### src/rtl/memory_interface_pkg.sv
// memory_interface_pkg: constants and types shared by the memory interface.
//   - RV32I LOAD/STORE funct3 encodings (access size and sign)
//   - FSM state enumeration for memory_interface
//   - helper that sign/zero-extends an extracted byte or halfword
package memory_interface_pkg;

  // Load funct3 encodings
  localparam logic [2:0] F3_LB  = 3'b000;
  localparam logic [2:0] F3_LH  = 3'b001;
  localparam logic [2:0] F3_LW  = 3'b010;
  localparam logic [2:0] F3_LBU = 3'b100;
  localparam logic [2:0] F3_LHU = 3'b101;

  // Store funct3 encodings
  localparam logic [2:0] F3_SB  = 3'b000;
  localparam logic [2:0] F3_SH  = 3'b001;
  localparam logic [2:0] F3_SW  = 3'b010;

  typedef enum logic [2:0] {
    ST_IDLE,
    ST_WAIT,
    ST_ACCESS,
    ST_RDATA,
    ST_DONE
  } mem_state_t;

  // Extend a byte (value[7:0]) or halfword (value[15:0]) to 32 bits.
  function automatic logic [31:0] extend_load(input logic [15:0] value,
                                              input logic        is_half,
                                              input logic        sign_ext);
    if (is_half) begin
      return sign_ext ? {{16{value[15]}}, value} : {16'h0000, value};
    end
    return sign_ext ? {{24{value[7]}}, value[7:0]} : {24'h000000, value[7:0]};
  endfunction

endpackage

### src/rtl/memory_interface_load_store_align.sv
// load_store_align: purely combinational data formatting for memory_interface.
//   addr, funct3, is_store : access being checked or performed
//   wdata                  : raw store data (low bits significant for SB/SH)
//   rdata                  : raw RAM read word
//   store_wdata, store_be  : lane-positioned store data and byte enables
//   load_data              : byte/halfword/word extracted and extended
//   misaligned, illegal    : alignment and funct3 legality faults
//   out_of_range           : byte address beyond DEPTH_WORDS*4-1
module load_store_align
  import memory_interface_pkg::*;
#(
  parameter int unsigned DEPTH_WORDS = 4096
) (
  input  logic [31:0] addr,
  input  logic [2:0]  funct3,
  input  logic        is_store,
  input  logic [31:0] wdata,
  input  logic [31:0] rdata,
  output logic [31:0] store_wdata,
  output logic [3:0]  store_be,
  output logic [31:0] load_data,
  output logic        misaligned,
  output logic        illegal,
  output logic        out_of_range
);

  // One bit wider than the address so the limit cannot wrap.
  localparam logic [32:0] ADDR_LIMIT = 33'(DEPTH_WORDS) << 2;

  assign out_of_range = ({1'b0, addr} >= ADDR_LIMIT);

  // Byte lanes: SB replicates the byte into every lane, SH replicates the
  // halfword into both halves, SW passes each lane straight through.
  genvar gi;
  generate
    for (gi = 0; gi < 4; gi++) begin : g_lane
      assign store_wdata[gi*8 +: 8] =
          (funct3 == F3_SB) ? wdata[7:0] :
          (funct3 == F3_SH) ? wdata[(gi % 2)*8 +: 8] :
                              wdata[gi*8 +: 8];

      assign store_be[gi] = is_store &&
          (((funct3 == F3_SB) && (addr[1:0] == 2'(gi))) ||
           ((funct3 == F3_SH) && (addr[1] == 1'(gi / 2))) ||
            (funct3 == F3_SW));
    end
  endgenerate

  always_comb begin
    misaligned = 1'b0;
    illegal    = 1'b0;
    if (is_store) begin
      case (funct3)
        F3_SB:   misaligned = 1'b0;
        F3_SH:   misaligned = addr[0];
        F3_SW:   misaligned = |addr[1:0];
        default: illegal    = 1'b1;
      endcase
    end else begin
      case (funct3)
        F3_LB, F3_LBU: misaligned = 1'b0;
        F3_LH, F3_LHU: misaligned = addr[0];
        F3_LW:         misaligned = |addr[1:0];
        default:       illegal    = 1'b1;
      endcase
    end
  end

  logic [7:0]  byte_sel;
  logic [15:0] half_sel;

  always_comb begin
    case (addr[1:0])
      2'd0:    byte_sel = rdata[7:0];
      2'd1:    byte_sel = rdata[15:8];
      2'd2:    byte_sel = rdata[23:16];
      default: byte_sel = rdata[31:24];
    endcase
  end

  assign half_sel = addr[1] ? rdata[31:16] : rdata[15:0];

  always_comb begin
    case (funct3)
      F3_LB:   load_data = extend_load({8'h00, byte_sel}, 1'b0, 1'b1);
      F3_LBU:  load_data = extend_load({8'h00, byte_sel}, 1'b0, 1'b0);
      F3_LH:   load_data = extend_load(half_sel, 1'b1, 1'b1);
      F3_LHU:  load_data = extend_load(half_sel, 1'b1, 1'b0);
      default: load_data = rdata;
    endcase
  end

endmodule

### src/rtl/memory_interface.sv
// memory_interface: responder for the core's memory request interface.
// Accepts one read or write at a time, formats it for a single-port
// synchronous RAM with byte enables, and reports faults without touching RAM.
//   clk, rst_n                    : clock, synchronous active-low reset
//   mem_read, mem_write           : level requests (write wins if both high)
//   mem_addr, mem_wdata, mem_funct3 : request payload, captured at acceptance
//   mem_rdata                     : extended load result, held between reads
//   mem_complete_read/_write      : one-cycle completion pulses
//   mem_fault                     : qualifies a completion as faulted
//   ram_addr/wdata/be/we/re       : RAM command side
//   ram_rdata                     : RAM read data, RAM_LATENCY after ram_re
module memory_interface
  import memory_interface_pkg::*;
#(
  parameter int unsigned DEPTH_WORDS = 4096,
  parameter int unsigned WAIT_STATES = 0,
  parameter int unsigned RAM_LATENCY = 1
) (
  input  logic                           clk,
  input  logic                           rst_n,
  input  logic                           mem_read,
  input  logic                           mem_write,
  input  logic [31:0]                    mem_addr,
  input  logic [31:0]                    mem_wdata,
  input  logic [2:0]                     mem_funct3,
  output logic [31:0]                    mem_rdata,
  output logic                           mem_complete_read,
  output logic                           mem_complete_write,
  output logic                           mem_fault,
  output logic [$clog2(DEPTH_WORDS)-1:0] ram_addr,
  output logic [31:0]                    ram_wdata,
  output logic [3:0]                     ram_be,
  output logic                           ram_we,
  output logic                           ram_re,
  input  logic [31:0]                    ram_rdata
);

  localparam int unsigned ADDR_W    = $clog2(DEPTH_WORDS);
  localparam logic [3:0]  WAIT_LAST = (WAIT_STATES > 0) ? 4'(WAIT_STATES - 1) : 4'd0;
  localparam logic [1:0]  LAT_LAST  = 2'(RAM_LATENCY - 1);

  mem_state_t  state_reg;
  logic [31:0] addr_reg;
  logic [31:0] wdata_reg;
  logic [2:0]  funct3_reg;
  logic        write_reg;
  logic        fault_reg;
  logic [3:0]  wait_cnt_reg;
  logic [1:0]  lat_cnt_reg;
  logic [31:0] mem_rdata_reg;

  logic        idle;
  logic [31:0] chk_addr;
  logic [2:0]  chk_funct3;
  logic        chk_store;
  logic [31:0] store_wdata;
  logic [3:0]  store_be;
  logic [31:0] load_data;
  logic        misaligned;
  logic        illegal;
  logic        out_of_range;
  logic        access_fault;
  logic        access;

  assign idle = (state_reg == ST_IDLE);

  // The aligner checks the live request while idle (fault decision at
  // acceptance) and the captured request otherwise (formatting/extraction).
  assign chk_addr   = idle ? mem_addr   : addr_reg;
  assign chk_funct3 = idle ? mem_funct3 : funct3_reg;
  assign chk_store  = idle ? mem_write  : write_reg;

  load_store_align #(
    .DEPTH_WORDS (DEPTH_WORDS)
  ) u_align (
    .addr         (chk_addr),
    .funct3       (chk_funct3),
    .is_store     (chk_store),
    .wdata        (wdata_reg),
    .rdata        (ram_rdata),
    .store_wdata  (store_wdata),
    .store_be     (store_be),
    .load_data    (load_data),
    .misaligned   (misaligned),
    .illegal      (illegal),
    .out_of_range (out_of_range)
  );

  assign access_fault = misaligned | illegal | out_of_range;

  always_ff @(posedge clk) begin
    if (!rst_n) begin
      state_reg     <= ST_IDLE;
      addr_reg      <= '0;
      wdata_reg     <= '0;
      funct3_reg    <= '0;
      write_reg     <= 1'b0;
      fault_reg     <= 1'b0;
      wait_cnt_reg  <= '0;
      lat_cnt_reg   <= '0;
      mem_rdata_reg <= '0;
    end else begin
      case (state_reg)
        ST_IDLE: begin
          if (mem_read || mem_write) begin
            addr_reg     <= mem_addr;
            wdata_reg    <= mem_wdata;
            funct3_reg   <= mem_funct3;
            write_reg    <= mem_write;
            fault_reg    <= access_fault;
            wait_cnt_reg <= '0;
            if (access_fault) begin
              state_reg <= ST_DONE;
            end else if (WAIT_STATES > 0) begin
              state_reg <= ST_WAIT;
            end else begin
              state_reg <= ST_ACCESS;
            end
          end
        end
        ST_WAIT: begin
          if (wait_cnt_reg == WAIT_LAST) begin
            state_reg <= ST_ACCESS;
          end else begin
            wait_cnt_reg <= wait_cnt_reg + 4'd1;
          end
        end
        ST_ACCESS: begin
          lat_cnt_reg <= '0;
          state_reg   <= write_reg ? ST_DONE : ST_RDATA;
        end
        ST_RDATA: begin
          if (lat_cnt_reg == LAT_LAST) begin
            mem_rdata_reg <= load_data;
            state_reg     <= ST_DONE;
          end else begin
            lat_cnt_reg <= lat_cnt_reg + 2'd1;
          end
        end
        ST_DONE: begin
          state_reg <= ST_IDLE;
        end
        default: begin
          state_reg <= ST_IDLE;
        end
      endcase
    end
  end

  // Strobes are qualified with rst_n so a reset asserted during the access
  // cycle itself still suppresses the RAM command.
  assign access = (state_reg == ST_ACCESS) && rst_n;
  assign ram_we = access && write_reg;
  assign ram_re = access && !write_reg;

  assign ram_addr  = addr_reg[ADDR_W+1:2];
  assign ram_wdata = ram_we ? store_wdata : 32'h0;
  assign ram_be    = ram_we ? store_be    : 4'h0;

  assign mem_rdata          = mem_rdata_reg;
  assign mem_complete_read  = (state_reg == ST_DONE) && !write_reg;
  assign mem_complete_write = (state_reg == ST_DONE) && write_reg;
  assign mem_fault          = (state_reg == ST_DONE) && fault_reg;

endmodule

### config.mk
export PLATFORM = sky130hd
export DESIGN_NAME = memory_interface
export DESIGN_NICKNAME = d
export VERILOG_FILES = /design/src/rtl/memory_interface_pkg.sv /design/src/rtl/memory_interface_load_store_align.sv /design/src/rtl/memory_interface.sv
export SDC_FILE = /design/constraint.sdc
export NUM_CORES = 1
export LEC_CHECK = 0
export ABC_AREA = 1
export CAP_MARGIN = 25
export CORE_MARGIN = 2
export CORE_UTILIZATION = 40
export CTS_CLUSTER_SIZE = 24
export DETAILED_ROUTE_END_ITERATION = 7
export PLACE_DENSITY = 0.71
export SLEW_MARGIN = 30
export SYNTH_ARGS = -nofsm -noshare
export SYNTH_HDL_FRONTEND = slang
export SYNTH_SLANG_ARGS = --single-unit
### constraint.sdc
create_clock -name clk -period 2.5 [get_ports clk]
set_input_delay 0.5 -clock clk [delete_from_list [all_inputs] [get_ports clk]]
set_output_delay 0.5 -clock clk [all_outputs]
set_load 0.005 [all_outputs]
==> results.toml <==
[place]
pre_cts_ws_ns = -0.546
placed_cell_area_sq_mm = 0.00804
place_hpwl_mm = 12.7
placedCellCount = 1233
portBuffers = 187
gp_congestion = 0.926

[worst_setup_path]
worst_path_most_repeated_cell = "nand2_4"
ff2ff_path_depth = 21
worstPathRequired_ns = 2.00
crit_path_max_fanout = 7
worstSetupPathType = "reg -> out"
start_kind = "flop"
r2r_start = "state_reg[2]"
setup.worst_path.end = "ram_be[1]"
r2r_end = "state_reg[2]"
critPathCaptureType = "primary output"
crit_path_start = "state_reg[2]"
arrival_ns = 2.24
cpMaxStageDelayCell = "dfxtp_4"
crit_path_cell_trace = "buf_6 -> nor2_4 -> nand2_4 -> nand2_4 -> nand2_4 -> buf_6 -> clkinv_4 -> nand2_4 -> nor2_4 -> clkinv_4 -> o21ai_4 -> buf_6 -> nor2_2 -> nor2_2 -> buf_2"
cp_slowest_stage_delay_ns = 0.35
rrSetupSlack_ns = -0.04

[finish]
area.sequential_sq_mm = 0.00221
multi_input_area_sq_mm = 0.00315
fin_nets = 1230
fillCellCount = 1265
drive_gt1_share_pct = 25.0
final_cells = 1310
stdcell_area_sq_mm = 0.00919
area_growth_pct = 58.8

[routing]
drc = 0
dr.pass1.iters = 4
via_count = 6454
drt.antenna.violating_nets = 0
viasPerCell = 4.93
dr.first_iter.drc_count = 354
wl_per_cell_um = 14.8
totalWireLength_mm = 19.4

[pwr]
peakVddDrop_mv = 0.298
finalPower_mw = 4.59
power_leakage_nw = 4.21
power_density_mw_per_mm2 = 499

[clock_tree]
clk_latency_ns = 0.36
clock-root-buffer = "clkbuf_16"
path_clk_slew_ns = 0.07
cts-buffers-inserted = 9
ctsLongestPathBuffers = 2
tritoncts = "yes"
htreeDepth = 3
clock-sinks = 110

[global_route]
grt_first_pass_wirelength_mm = 30.1
grt_max_degree = 75
grt_pass1_vias = 6140
antenna_found_initial = 2
grt_usage_pct = 23.8
gr-total-overflow = 0

[floorplanning]
die_w_um = 124
fp.coreArea_sq_mm = 0.0140
die_area_sq_mm = 0.0155
rows = 43
io_pins = 188
die_y_um = 124
start_util_pct = 41.4

[logic_synthesis]
syn_area_sq_mm = 0.00579
synth.top_cells.by_count = "207 x nand2_1, 119 x inv_1, 110 x dfxtp_1"
synth_largest_area_cell = "dfxtp_1"
syn-num-nets = 972
synth_most_common_cell = "nand2_1"
ys_types = 35
synth-edff-count = 0
synth-main-ff-cell = "dfxtp_1"
ys.warnings.count = 0
synth_area_per_cell_sq_um = 6.69
synth_top_area_share_pct = 38.0
ys_top_cells_by_area = "dfxtp_1 38%, nand2_1 13%, a21oi_1 8.9%"
syn_inst = 866
ys_seq_elements = 110
async_reset_ff_share_pct = 0
ys_seq_area_share_pct = 38.0

[sta]
fin_skew_ns = 0.00650
min_period_over_period_pct = 110
rsz0062_at_grt = "true"
hold_viol_final = 0
relSlewSlack_pct = 58.1
finalSetupViolations = 35
layout_setup_ws_ns = -0.244
worstMarginPinSlew_ns = 0.628
period_minus_slack_ns = 2.74
fmaxAchievable_mhz = 364
hold_ws_ns = 0.463
drv_slew = 0

[run_status]
violations = "negative setup slack"
status = "finished, violations left"

[hold_path]
hp-start = "addr_reg[28]"
min_path_type = "reg -> reg"

[run]
drv_cap = 0
==> layout by cell type (no fill, tap or decap), drive strengths merged, types with 7 or more instances in the layout <==
cell type	count
a21oi	103
buf	150
clkbuf	15
clkdlybuf4s50	147
dfxtp	110
inv	121
nand2	221
nand3	39
nand3b	8
nor2	70
nor3	7
o21ai	94
o21bai	16
==> repair_timing <==
action	CTS	global route
gates cloned	0	1
buffers inserted	54	11
pin swaps	23	32
resized for setup	197	124
hold buffers	0	0
setup endpoints to repair	37	39
==> area by class of cell <==
type,instances,share of cell area (%)
sequential,110,24.1
timing repair buffer,303,30.7
tap,180,2.45
inverter,125,5.36
multi-input combinational,575,34.2
clock buffer,12,2.68
antenna,2,0.0544
clock inverter,3,0.490
==> metal layers <==
metal  track usage, %  wire length (um)  vias to the layer above
li1                 -                 -                     3261
met1             28.7              7980                     2919
met2             40.3              9430                      210
met3             4.42              1120                       64
met4             12.0               869                        0
met5                0                 0                        -
==> metrics by stage <==
stage | util (%) | TNS, ns
4_1_cts | 63.4 | -0.803
2_1_floorplan | - | 0
3_5_place_dp | 57.5 | -14.94
3_3_place_gp | 57.5 | -14.39
5_1_grt | 65.7 | -8.41
6_report | 65.7 | -4.91
==> worst min-delay path by stage <==
stage / endpoint / cells past startpoint / slack [ns]
2_1_floorplan: wdata_reg[10] / 2 / 0.42
4_1_cts: wdata_reg[9] / 2 / 0.46
3_3_place_gp: wdata_reg[9] / 2 / 0.44
5_1_grt: addr_reg[11] / 2 / 0.48
3_5_place_dp: wdata_reg[9] / 2 / 0.45
6_report: addr_reg[28] / 2 / 0.46
==> logic make-up after synthesis <==
group / after synthesis / share of synthesized area [%]
adder cells (fa/ha/maj): 3 / 0.648
flip-flops: 110 / 38.0
AND/OR/NAND/NOR: 350 / 26.6
buffers and inverters: 181 / 13.7
AO/OA/AOI/OAI: 222 / 21.1
==> where the power goes <==
| group | internal [mW] | switching, mW | leakage [nW] | total [mW] |
|---|---|---|---|---|
| clock | 0.801 | 0.662 | 0.135 | 1.46 |
| sequential | 1.85 | 0.0594 | 0.904 | 1.91 |
| combinational | 0.559 | 0.649 | 3.17 | 1.21 |
| total | 3.21 | 1.37 | 4.21 | 4.59 |
==> worst max-delay path, delay by kind of cell, from the launching register on <==
kind	cells	cell delay [ns]
buffers and inverters	6	0.64
AOI/OAI and AO/OA	1	0.16
and+or+nand+nor	8	0.74
DFF	1	0.35
Note: power is estimated with default switching activity, not from simulation.
